[src/rtl/wheel_rotation_scheduler.sv]
// Sequences angle moves for NUM_CH swerve-wheel rotation controllers and caps simultaneous moves at MAX_ACTIVE.
// Latency: a command accepted at edge E0 issues at E1 at the earliest; done, stall and timeout act on their sampling edge.
// Backpressure: cmd_ready drops while the wheel's pending slot is full, the wheel is faulted, or abort_all is high.
module wheel_rotation_scheduler #(
  parameter int NUM_CH     = 4,
  parameter int MAX_ACTIVE = 2,
  parameter int GUARD      = 4,
  parameter int TMO_W      = 24
) (
  input  logic                  clock,
  input  logic                  reset,
  input  logic                  cmd_valid,
  input  logic [1:0]            cmd_ch,
  input  logic [11:0]           cmd_angle,
  output logic                  cmd_ready,
  input  logic                  abort_all,
  input  logic [TMO_W-1:0]      timeout_cycles,
  input  logic [NUM_CH-1:0]     fault_clr,
  input  logic [NUM_CH-1:0]     angle_done,
  input  logic [NUM_CH-1:0]     stalled,
  output logic [12*NUM_CH-1:0]  target_angle,
  output logic [NUM_CH-1:0]     angle_update,
  output logic [NUM_CH-1:0]     pwm_enable,
  output logic [NUM_CH-1:0]     abort_angle,
  output logic [NUM_CH-1:0]     busy,
  output logic [NUM_CH-1:0]     fault,
  output logic [NUM_CH-1:0]     fault_stall,
  output logic                  all_idle
);

  localparam int CH_W  = (NUM_CH > 1) ? $clog2(NUM_CH) : 1;
  localparam int CNT_W = $clog2(NUM_CH + 1);
  localparam int GRD_W = (GUARD > 0) ? $clog2(GUARD + 1) : 1;

  typedef enum logic [1:0] {
    ST_IDLE,
    ST_MOVING,
    ST_FAULT
  } wheel_st_t;

  wheel_st_t         state      [NUM_CH];
  logic [11:0]       pend_angle [NUM_CH];
  logic [11:0]       tgt_q      [NUM_CH];
  logic [GRD_W-1:0]  guard_cnt  [NUM_CH];
  logic [TMO_W-1:0]  tmo_cnt    [NUM_CH];
  logic [NUM_CH-1:0] pend_v;
  logic [NUM_CH-1:0] fault_stall_q;
  logic [NUM_CH-1:0] upd_q;
  logic [NUM_CH-1:0] abort_q;
  logic [CH_W-1:0]   rr_ptr;

  logic [NUM_CH-1:0] moving;
  logic [NUM_CH-1:0] faulted;
  logic [NUM_CH-1:0] cand;
  logic [CNT_W-1:0]  active_cnt;
  logic              issue_vld;
  logic [CH_W-1:0]   issue_ch;
  logic [CH_W-1:0]   idx;
  logic              cmd_acc;

  // Decode per-wheel status and count wheels currently drawing motor current
  always_comb begin
    active_cnt = '0;
    moving     = '0;
    faulted    = '0;
    cand       = '0;
    for (int i = 0; i < NUM_CH; i++) begin
      moving[i]  = (state[i] == ST_MOVING);
      faulted[i] = (state[i] == ST_FAULT);
      cand[i]    = (state[i] == ST_IDLE) && pend_v[i];
      active_cnt = active_cnt + CNT_W'(moving[i]);
    end
  end

  // Round-robin pick of one eligible wheel starting at rr_ptr; descending scan so the nearest wins
  always_comb begin
    issue_vld = 1'b0;
    issue_ch  = '0;
    idx       = '0;
    if (!abort_all && (active_cnt < CNT_W'(MAX_ACTIVE))) begin
      for (int k = NUM_CH - 1; k >= 0; k--) begin
        idx = CH_W'((int'(rr_ptr) + k) % NUM_CH);
        if (cand[idx]) begin
          issue_vld = 1'b1;
          issue_ch  = idx;
        end
      end
    end
  end

  assign cmd_ready = ~pend_v[cmd_ch] & ~faulted[cmd_ch] & ~abort_all;
  assign cmd_acc   = cmd_valid & cmd_ready;

  // Per-wheel move FSM, pending slots, supervision counters and one-cycle pulses
  always_ff @(posedge clock) begin
    if (reset) begin
      for (int i = 0; i < NUM_CH; i++) begin
        state[i]      <= ST_IDLE;
        pend_angle[i] <= '0;
        tgt_q[i]      <= '0;
        guard_cnt[i]  <= '0;
        tmo_cnt[i]    <= '0;
      end
      pend_v        <= '0;
      fault_stall_q <= '0;
      upd_q         <= '0;
      abort_q       <= '0;
      rr_ptr        <= '0;
    end else begin
      upd_q   <= '0;
      abort_q <= '0;
      for (int i = 0; i < NUM_CH; i++) begin
        case (state[i])
          ST_IDLE: begin
            if (issue_vld && (int'(issue_ch) == i)) begin
              state[i]     <= ST_MOVING;
              tgt_q[i]     <= pend_angle[i];
              guard_cnt[i] <= GRD_W'(GUARD);
              tmo_cnt[i]   <= '0;
              upd_q[i]     <= 1'b1;
            end
          end
          ST_MOVING: begin
            if (guard_cnt[i] != '0) guard_cnt[i] <= guard_cnt[i] - GRD_W'(1);
            if (tmo_cnt[i] != '1) tmo_cnt[i] <= tmo_cnt[i] + TMO_W'(1);
            // Exit priority: global abort, stall, timeout, then a done seen after the guard window
            if (abort_all) begin
              state[i]   <= ST_IDLE;
              abort_q[i] <= 1'b1;
            end else if (stalled[i]) begin
              state[i]         <= ST_FAULT;
              fault_stall_q[i] <= 1'b1;
              abort_q[i]       <= 1'b1;
            end else if ((timeout_cycles != '0) && (tmo_cnt[i] == timeout_cycles)) begin
              state[i]         <= ST_FAULT;
              fault_stall_q[i] <= 1'b0;
              abort_q[i]       <= 1'b1;
            end else if ((guard_cnt[i] == '0) && angle_done[i]) begin
              state[i] <= ST_IDLE;
            end
          end
          ST_FAULT: begin
            if (fault_clr[i]) begin
              state[i]         <= ST_IDLE;
              fault_stall_q[i] <= 1'b0;
            end
          end
          default: state[i] <= ST_IDLE;
        endcase

        // Pending slot: abort flushes, issue drains, acceptance fills (never coincident with issue)
        if (abort_all) begin
          pend_v[i] <= 1'b0;
        end else if (issue_vld && (int'(issue_ch) == i)) begin
          pend_v[i] <= 1'b0;
        end else if (cmd_acc && (int'(cmd_ch) == i)) begin
          pend_v[i]     <= 1'b1;
          pend_angle[i] <= cmd_angle;
        end
      end
      if (issue_vld) rr_ptr <= CH_W'((int'(issue_ch) + 1) % NUM_CH);
    end
  end

  for (genvar g = 0; g < NUM_CH; g++) begin : g_tgt
    assign target_angle[12*g +: 12] = tgt_q[g];
  end

  assign angle_update = upd_q;
  assign abort_angle  = abort_q;
  assign pwm_enable   = moving;
  assign busy         = moving;
  assign fault        = faulted;
  assign fault_stall  = fault_stall_q;
  assign all_idle     = ~|pend_v & ~|moving;

endmodule

[config.mk]
export PLATFORM = sky130hd
export DESIGN_NAME = wheel_rotation_scheduler
export DESIGN_NICKNAME = d
export VERILOG_FILES = /design/src/rtl/wheel_rotation_scheduler.sv
export SDC_FILE = /design/constraint.sdc
export NUM_CORES = 1
export LEC_CHECK = 0
export ABC_AREA = 1
export BUFFER_PORTS_ARGS = -buffer_cell sky130_fd_sc_hd__buf_2
export CORE_MARGIN = 2
export CORE_UTILIZATION = 35
export CTS_CLUSTER_SIZE = 16
export DETAILED_ROUTE_END_ITERATION = 16
export PLACE_DENSITY = 0.54
export SLEW_MARGIN = 40
export SYNTH_ARGS = -nofsm -noshare
export SYNTH_HDL_FRONTEND = slang
export SYNTH_SLANG_ARGS = --single-unit
[constraint.sdc]
create_clock -name clock -period 4.35 [get_ports clock]
set_input_delay 0 -clock clock [delete_from_list [all_inputs] [get_ports clock]]
set_output_delay 0 -clock clock [all_outputs]
set_load 0.005 [all_outputs]
---- Yosys cells after proc, flatten, opt, wreduce, memory -nomap -nowiden ----
Memories as Yosys holds them, arrays and structs flattened.
Cells that the tools add are included.
W data, S select, Z words.
storage, ports and cells
  bits in registers ....................... 18
  RAM bits ................................ 212
  bits of input ports ..................... 54
  output and inout port bits .............. 74
  memories ................................ 5
operators by class
  add/sub/neg operators ................... 15
  order comparisons ....................... 6
  equal/unequal tests ..................... 34
  multiplexer cells ....................... 285
  bitwise operators ....................... 63
  reduce and logical (&&, ||, !) cells .... 61
memories
  memory      words  bits a word  rd ports  clocked after memory_dff  wr ports  line  RTL
  tmo_cnt     4      24           4         0                         4         45    logic [TMO_W-1:0] tmo_cnt [NUM_CH];
  pend_angle  4      12           4         0                         4         42    logic [11:0] pend_angle [NUM_CH];
  tgt_q       4      12           4         0                         4         43    logic [11:0] tgt_q [NUM_CH];
  guard_cnt   4      3            4         0                         4         44    logic [GRD_W-1:0] guard_cnt [NUM_CH];
  state       4      2            4         0                         4         41    wheel_st_t state [NUM_CH];
operators with widths
  kind                     number
  $mux W1                  218
  $mux W24                 8
  $add A24 B1 Y24 const B  4
  $eq A24 B24 Y1           4
  $mux W12                 8
  $ne A24 B24 Y1 const B   4
  $mux W2                  33
  $or A1 B1 Y1             52
  $mux W3                  8
  $reduce_bool A24 Y1      1
  $reduce_or A3 Y1         8
  $logic_and A1 B1 Y1      21
  $eq A2 B2 Y1 const B     8
  $ne A2 B2 Y1 const B     8
  $reduce_and A4 Y1        4
  $lt A2 B3 Y1 const B     5
  $bmux W1 S2              6
  $eq A2 B1 Y1 const B     6
  $logic_not A2 Y1         6
  $logic_not A3 Y1         4
  $ne A3 B2 Y1 const B     4
  $reduce_bool A3 Y1       4
  $sub A3 B1 Y3 const B    4
  $pmux W1 S2              4
  other kinds (12)         32

---- Depth between registers and ports, before layout ----
Gate-level depths: netlist of the first run.
  depth after elaboration ................. 22
  mapped depth ............................ 18
  mapped depth without buffers ............ 17

---- Worst setup path after synthesis of the first run ----
Ideal clock, no wire load.
  path kind ............................... reg-to-reg
  from .................................... memory state[1][1] in the netlist's numbering
  to ...................................... memory tmo_cnt[1][0], enable pin
  data arrival time ....................... 2954 ps
  required time ........................... 3969 ps
  path slack .............................. 1015 ps
  cell stages (with the launch flop) ...... 14
  path buffers ............................ 0
  cell sequence ........................... edfxtp_1 -> inv_1 -> ha_1 -> fa_1 -> nand2_1 -> nand3_1 -> a21oi_1 -> nand2_2 -> inv_1 -> ha_1 -> nand3_1 -> nand2_1 -> inv_1 -> nand2_1
RTL lines
  element             line
  start: declaration  41
  end: declaration    45

==> out/qor.yml, run 1 <==
logic_synthesis:
  synth-xor-area-share_pct: 6.56
  yosysUniqueCellTypes: 45
  yosys-top-cells-area: "edfxtp_1, nand2_1, nor2_1"
  synth_compound_area_share_pct: 3.15
  synthArstFlopShare_pct: 0
  synth_largest_area_cell: "edfxtp_1"
  muxShareOfSynthArea_pct: 0
  synth_top_flop_cell: "edfxtp_1"
  ys_warn_count: 0
  ys_seq_area_share_pct: 50.9
  yosys.area_share.simple_pct: 27.4
  synth_top_family_by_area: "simple AND/OR/NAND/NOR gates"
  syn_inst: 1547
  synth_fa_ha_area_share_pct: 3.08
  yosysTopAreaCellShare_pct: 48.1
  ys_ff_latch: 230
  syn_nets: 1633
  avgSynthCellArea_um2: 8.55
  synth_area_mm2: 0.0132
  synth_edf_count: 212
layout:
  num_antenna_cells: 0
  nets: 1783
  area_growth_pct: 17.8
  layout_commonest_cell: "nand2_1"
  drive_gt1_share_pct: 13.6
  seqCellArea_mm2: 0.00673
  fill_cells: 3781
  multi_input_area_mm2: 0.00532
  final_cell_mix: "nand2_1, nor2_1, inv_1, edfxtp_1, buf_2"
run_status:
  status: "finished, final reports clean"
cts:
  hold_buffers: 31
  clock_latency_ns: 0.57
  clock-root-buffer: "clkbuf_16"
  cts.path.max_buffers: 3
  cts.sinks: 230
  postCtsSetupBuffers: 0
  clk_pin_slew_ns: 0.06
  numCtsBuffers: 28
  cts_tree: "yes"
  cts_max_level: 1
  ctsResizeCount: 0
worst_setup_path:
  worstPathCellList: "inv_1, ha_1, fa_1, nand2_1, nand3_1, inv_1, and2_1, nand3_1, nand2_1, buf_4, inv_1, nand2_1, buf_4"
  critPathArrivalTime_ns: 3.58
  cp-start-kind: "flip-flop"
  max_stage_delay_ns: 0.48
  worstPathMaxFanout: 24
  cp.required_ns: 4.57
  cp_slowest_cell: "fa_1"
  path_class: "flip-flop to flip-flop"
  cp-end-kind: "flip-flop"
pwr:
  totalPowerFinal_mw: 5.92
  power_density_mw_per_mm2: 380
  peakVddDrop_uv: 294
  p_leak_nw: 6.78
sta:
  max_slew_margin_pct: 51.1
  rsz0062_at_grt: "no"
  setup_viol: 0
  finalMaxSlewViolations: 0
  hold_viol_final: 0
  setup_tns_ns: 0
  finClkSkew_ns: 0.0209
  fmax_mhz: 297
  finalCritPeriodShare_pct: 77.3
  min_period_ns: 3.36
  worst_slew_pin_slew_ns: 0.733
global_route:
  grt_overflow: 0
  antenna_found_initial: 0
  grt_max_degree: 26
  grt_use_total_pct: 18.0
  grt_pass1_wl_mm: 55.1
  grt_pass1_vias: 10000
route:
  first_pass_iters: 5
  routedWlPerCell_um: 15.9
  routed_wl_mm: 35.5
  drc: 0
  viasPerCell: 4.73
  vias: 10500
  drtIter0Drc: 738
  ant_nets: 0
die:
  die_h_um: 198
  rows: 71
  die_area_mm2: 0.0394
  start_util_pct: 35.4
  die_x_um: 198
  io_pins: 128
  core_area_mm2: 0.0374
worst_hold_path:
  hp-class: "primary input to flip-flop"
place:
  place.gp.congestion: 0.834
  dp_hpwl_mm: 26.3
  portBuffers: 127
job:
  cap_viol_max_count: 0
==> cells by family (layout without fill, tap and decap cells) <==
logic type      after synthesis  count (layout)
flops                       230             230
simple gates                825             825
xor+xnor                     99              99
buf+inv                     284             455
compound gates               77              77
fa+ha+maj                    32              32
==> area by class of cell <==
type / instances / area share (%)
flip-flops and latches: 230 / 43.2
multi-input cells: 1033 / 34.2
repair buffers: 168 / 6.56
inverters: 236 / 5.69
clock buffers: 31 / 4.57
well taps: 511 / 4.11
clock inverters: 20 / 1.72
==> power breakdown <==
part / internal (mW) / switching [mW] / leakage (nW)
registers: 2.58 / 0.136 / 2.35
logic: 0.259 / 0.445 / 3.96
clock network: 1.53 / 0.972 / 0.473
total: 4.37 / 1.55 / 6.78
==> metal layers <==
layer | global-route usage (%) | routed length (um) | vias to the layer above
li1 | - | - | 5264
met2 | 29.1 | 16400 | 246
met3 | 2.48 | 1890 | 35
met1 | 25.7 | 16800 | 4988
met4 | 3.45 | 489 | 0
met5 | 0 | 0 | -
==> critical path: cells and delay by family (launching register included) <==
family / cells / cell delay, ns
flops: 1 / 0.41
fa+ha+maj: 2 / 0.84
simple gates: 6 / 0.87
buf+inv: 5 / 0.88
==> stage by stage <==
stage	cells	cell area, um2	hold slack (ns)	util (%)	worst slack [ns]
2_1_floorplan	1547	13200	0.190	-	1.02
3_3_place_gp	2147	14300	0.378	38.2	1.07
3_5_place_dp	2147	14300	0.384	38.2	1.03
4_1_cts	2229	15600	0.00315	41.6	0.986
5_1_grt	2229	15600	0.0386	41.6	0.699
6_report	2229	15600	0.0147	41.6	0.987
==> path summary, 6_finish.rpt <==
| check | from | to | slack (ns) | depth (start not counted) |
|---|---|---|---|---|
| setup / recovery | state[1][1]$_SDFFCE_PP0P_ | tmo_cnt[0][4]$_SDFFCE_PN0P_ | 0.99 | 13 |
| hold / removal | fault_clr[1] | fault_stall[1]$_SDFFE_PP0P_ | 0.01 | 6 |
| setup reg to reg | state[1][1]$_SDFFCE_PP0P_ | tmo_cnt[0][4]$_SDFFCE_PN0P_ | 0.99 | 13 |
| hold reg to reg | pend_v[3]$_SDFFE_PP0P_ | pend_v[3]$_SDFFE_PP0P_ | 0.52 | 2 |
==> sequential cells by signal (all words and copies together), names as in the netlist <==
register	count
fault_stall	4
tmo_cnt	96
pend_angle	48
state	8
tgt_q	48
pend_v	4
guard_cnt	12
angle_update	4
rr_ptr	2
abort_angle	4
==> synth_stat cells, types with 20 or more instances <==
master,count
a21oi_1,43
clkbuf_1,23
edfxtp_1,212
ha_1,31
inv_1,234
nand2_1,310
nand3_1,66
nand4_1,36
nor2_1,280
nor3_1,58
o21ai_0,20
xnor2_1,30
xor2_1,69
(Power assumes the default switching activity.)
==> inputs of run 2 (changes only) <==
==> constraint.sdc (replaced) <==
create_clock -name clock -period 3.4 [get_ports clock]
set_input_delay 0 -clock clock [delete_from_list [all_inputs] [get_ports clock]]
set_output_delay 0 -clock clock [all_outputs]
set_load 0.005 [all_outputs]
==> out/qor.yml, run 2 (synthesis gave the netlist of run 1 again) <==
run_status:
  status: "finished, final reports clean"
layout:
  final_cell_mix: "nand2_1, nor2_1, inv_1, edfxtp_1, buf_2"
  area_growth_pct: 17.9
  fill_cells: 3776  # -0.13%
  num_antenna_cells: 0  # unchanged
  layoutNonFillerInstCount: 2239  # +0.45%
  top_register: "tmo_cnt"
  nets: 1793  # +0.56%
  largest_register_ffs: 96  # unchanged
  reg_top3: "tmo_cnt: 96 flops, pend_angle: 48 flops, tgt_q: 48 flops"
  drive_gt1_share_pct: 13.9  # +0.27 points
  fin_util_pct: 41.7  # +0.047 points
  layout_commonest_cell: "nand2_1"
pwr:
  p_leak_nw: 6.81  # +0.38%
  peakVddDrop_uv: 296  # +0.81%
  power_density_mw_per_mm2: 474  # +25%
worst_setup_path:
  worstPathMaxFanout: 24  # unchanged
  cp.required_ns: 3.63  # -0.94 ns
  path_class: "flip-flop to flip-flop"
  cp-start-kind: "flip-flop"
  cp-end-kind: "flip-flop"
  ff2ff_setup_slack_ns: 0.38  # -0.60 ns
  critPathArrivalTime_ns: 3.24  # -0.34 ns
die:
  die_x_um: 198  # unchanged
  start_util_pct: 35.4  # unchanged
  die_h_um: 198  # unchanged
  core_area_mm2: 0.0374  # unchanged
  die_area_mm2: 0.0394  # unchanged
  io_pins: 128  # unchanged
  rows: 71  # unchanged
route:
  viasPerCell: 4.71  # -0.31%
  first_pass_iters: 5  # unchanged
  vias: 10500  # +0.13%
  drtIter0Drc: 799  # +8.3%
  drc: 0  # unchanged
  routedWlPerCell_um: 16.0  # +0.61%
  routed_wl_mm: 35.9  # +1.1%
  ant_nets: 0  # unchanged
sta:
  fmax_mhz: 331  # +11%
  worst_slew_pin_slew_ns: 0.558  # -0.175 ns
  finalCritPeriodShare_pct: 88.7  # +11 points
  finClkSkew_ns: 0.0212  # +0.000232 ns
  setup_viol: 0  # unchanged
  setup_tns_ns: 0  # unchanged
  finalMaxSlewViolations: 0  # unchanged
  min_period_ns: 3.02  # -0.346 ns
  hold_viol_final: 0  # unchanged
  rsz0062_at_grt: "no"
  max_slew_margin_pct: 62.7  # +12 points
global_route:
  grt_pass1_wl_mm: 55.8  # +1.3%
  grt_pass1_vias: 10200  # +1.5%
  grt_overflow: 0  # unchanged
  grt_use_total_pct: 18.3  # +0.36 points
  antenna_found_initial: 0  # unchanged
  grt_max_degree: 25  # -3.8%
cts:
  clock-root-buffer: "clkbuf_16"
  cts.sinks: 230  # unchanged
  numCtsBuffers: 28  # unchanged
  cts_tree: "yes"
  clk_pin_slew_ns: 0.05  # about the same
  cts_max_level: 1  # unchanged
  clock_latency_ns: 0.57  # about the same
  ctsResizeCount: 0  # unchanged
  cts.path.max_buffers: 3  # unchanged
place:
  dp_hpwl_mm: 26.7  # +1.6%
  place.gp.congestion: 0.896  # +7.4%
  placed_cells_incl_taps: 2156  # +0.42%
  portBuffers: 127  # unchanged
worst_hold_path:
  hp-class: "primary input to flip-flop"
job:
  cap_viol_max_count: 0  # unchanged
-- run 2: final timing paths --
path,start,endpoint,cells after the start
worst min-delay path,cmd_ch[0],pend_v[1]$_SDFFE_PP0P_,5
worst max register to register,state[1][0]$_SDFFCE_PP0P_,tmo_cnt[2][16]$_SDFFCE_PN0P_,17
worst max-delay path,state[1][0]$_SDFFCE_PP0P_,tmo_cnt[2][16]$_SDFFCE_PN0P_,17
worst min register to register,pend_v[1]$_SDFFE_PP0P_,pend_v[1]$_SDFFE_PP0P_,2
-- run 2: per-stage QoR --
stage / worst slack [ns] / total power [mW] / hold slack (ns) / cell area (um2)
finish: 0.383 / 7.40 / 0.0285 / 15600
global route: 0.119 / 7.71 / 0.0680 / 15600
CTS: 0.391 / 7.46 / 0.00658 / 15600
detailed placement: 0.415 / 4.41 / 0.384 / 14300
global placement: 0.503 / 4.40 / 0.382 / 14300
floorplan: 0.0653 / 4.07 / 0.190 / 13200
-- run 2: area by class of cell --
| type | count | area [um2] | share of cell area, % |
|---|---|---|---|
| Sequential cell | 230 | 6730 | 43.1 |
| Multi-Input combinational cell | 1033 | 5320 | 34.1 |
| Timing Repair Buffer | 178 | 1100 | 7.05 |
| Inverter | 236 | 886 | 5.68 |
| Clock buffer | 36 | 751 | 4.82 |
| Tap cell | 511 | 639 | 4.10 |
| Clock inverter | 15 | 171 | 1.10 |
-- run 2: layer usage --
metal	part of all wire [%]	global-route usage [%]	up-vias
li1	-	-	5287
met1	47	25.7	4954
met2	46	29.4	256
met3	4.8	2.63	50
met4	2.3	5.29	0
met5	0	0	-
-- run 2: power breakdown --
part / switching, mW / leakage [nW] / internal (mW)
Sequential: 0.176 / 2.35 / 3.30
Clock: 1.22 / 0.449 / 1.78
Combinational: 0.576 / 4.01 / 0.338
-- run 2: what timing repair did --
item | in CTS | in global routing
endpoints found under the hold margin | 68 | 0
hold buffers | 32 | 0
buffers inserted | 0 | 0
-- run 2: critical path, stage by stage, from the launching register on --
cell	delay (ns)
edfxtp_1	0.42
inv_1	0.10
ha_1	0.20
nand2_1	0.09
o21ai_1	0.22
nand2_1	0.14
and2_1	0.16
nand2_1	0.06
nand2_1	0.05
nand2_2	0.07
nand2_2	0.09
inv_1	0.07
ha_1	0.18
nand3_1	0.17
nand2_1	0.12
inv_1	0.11
nand2_1	0.07
buf_4	0.32
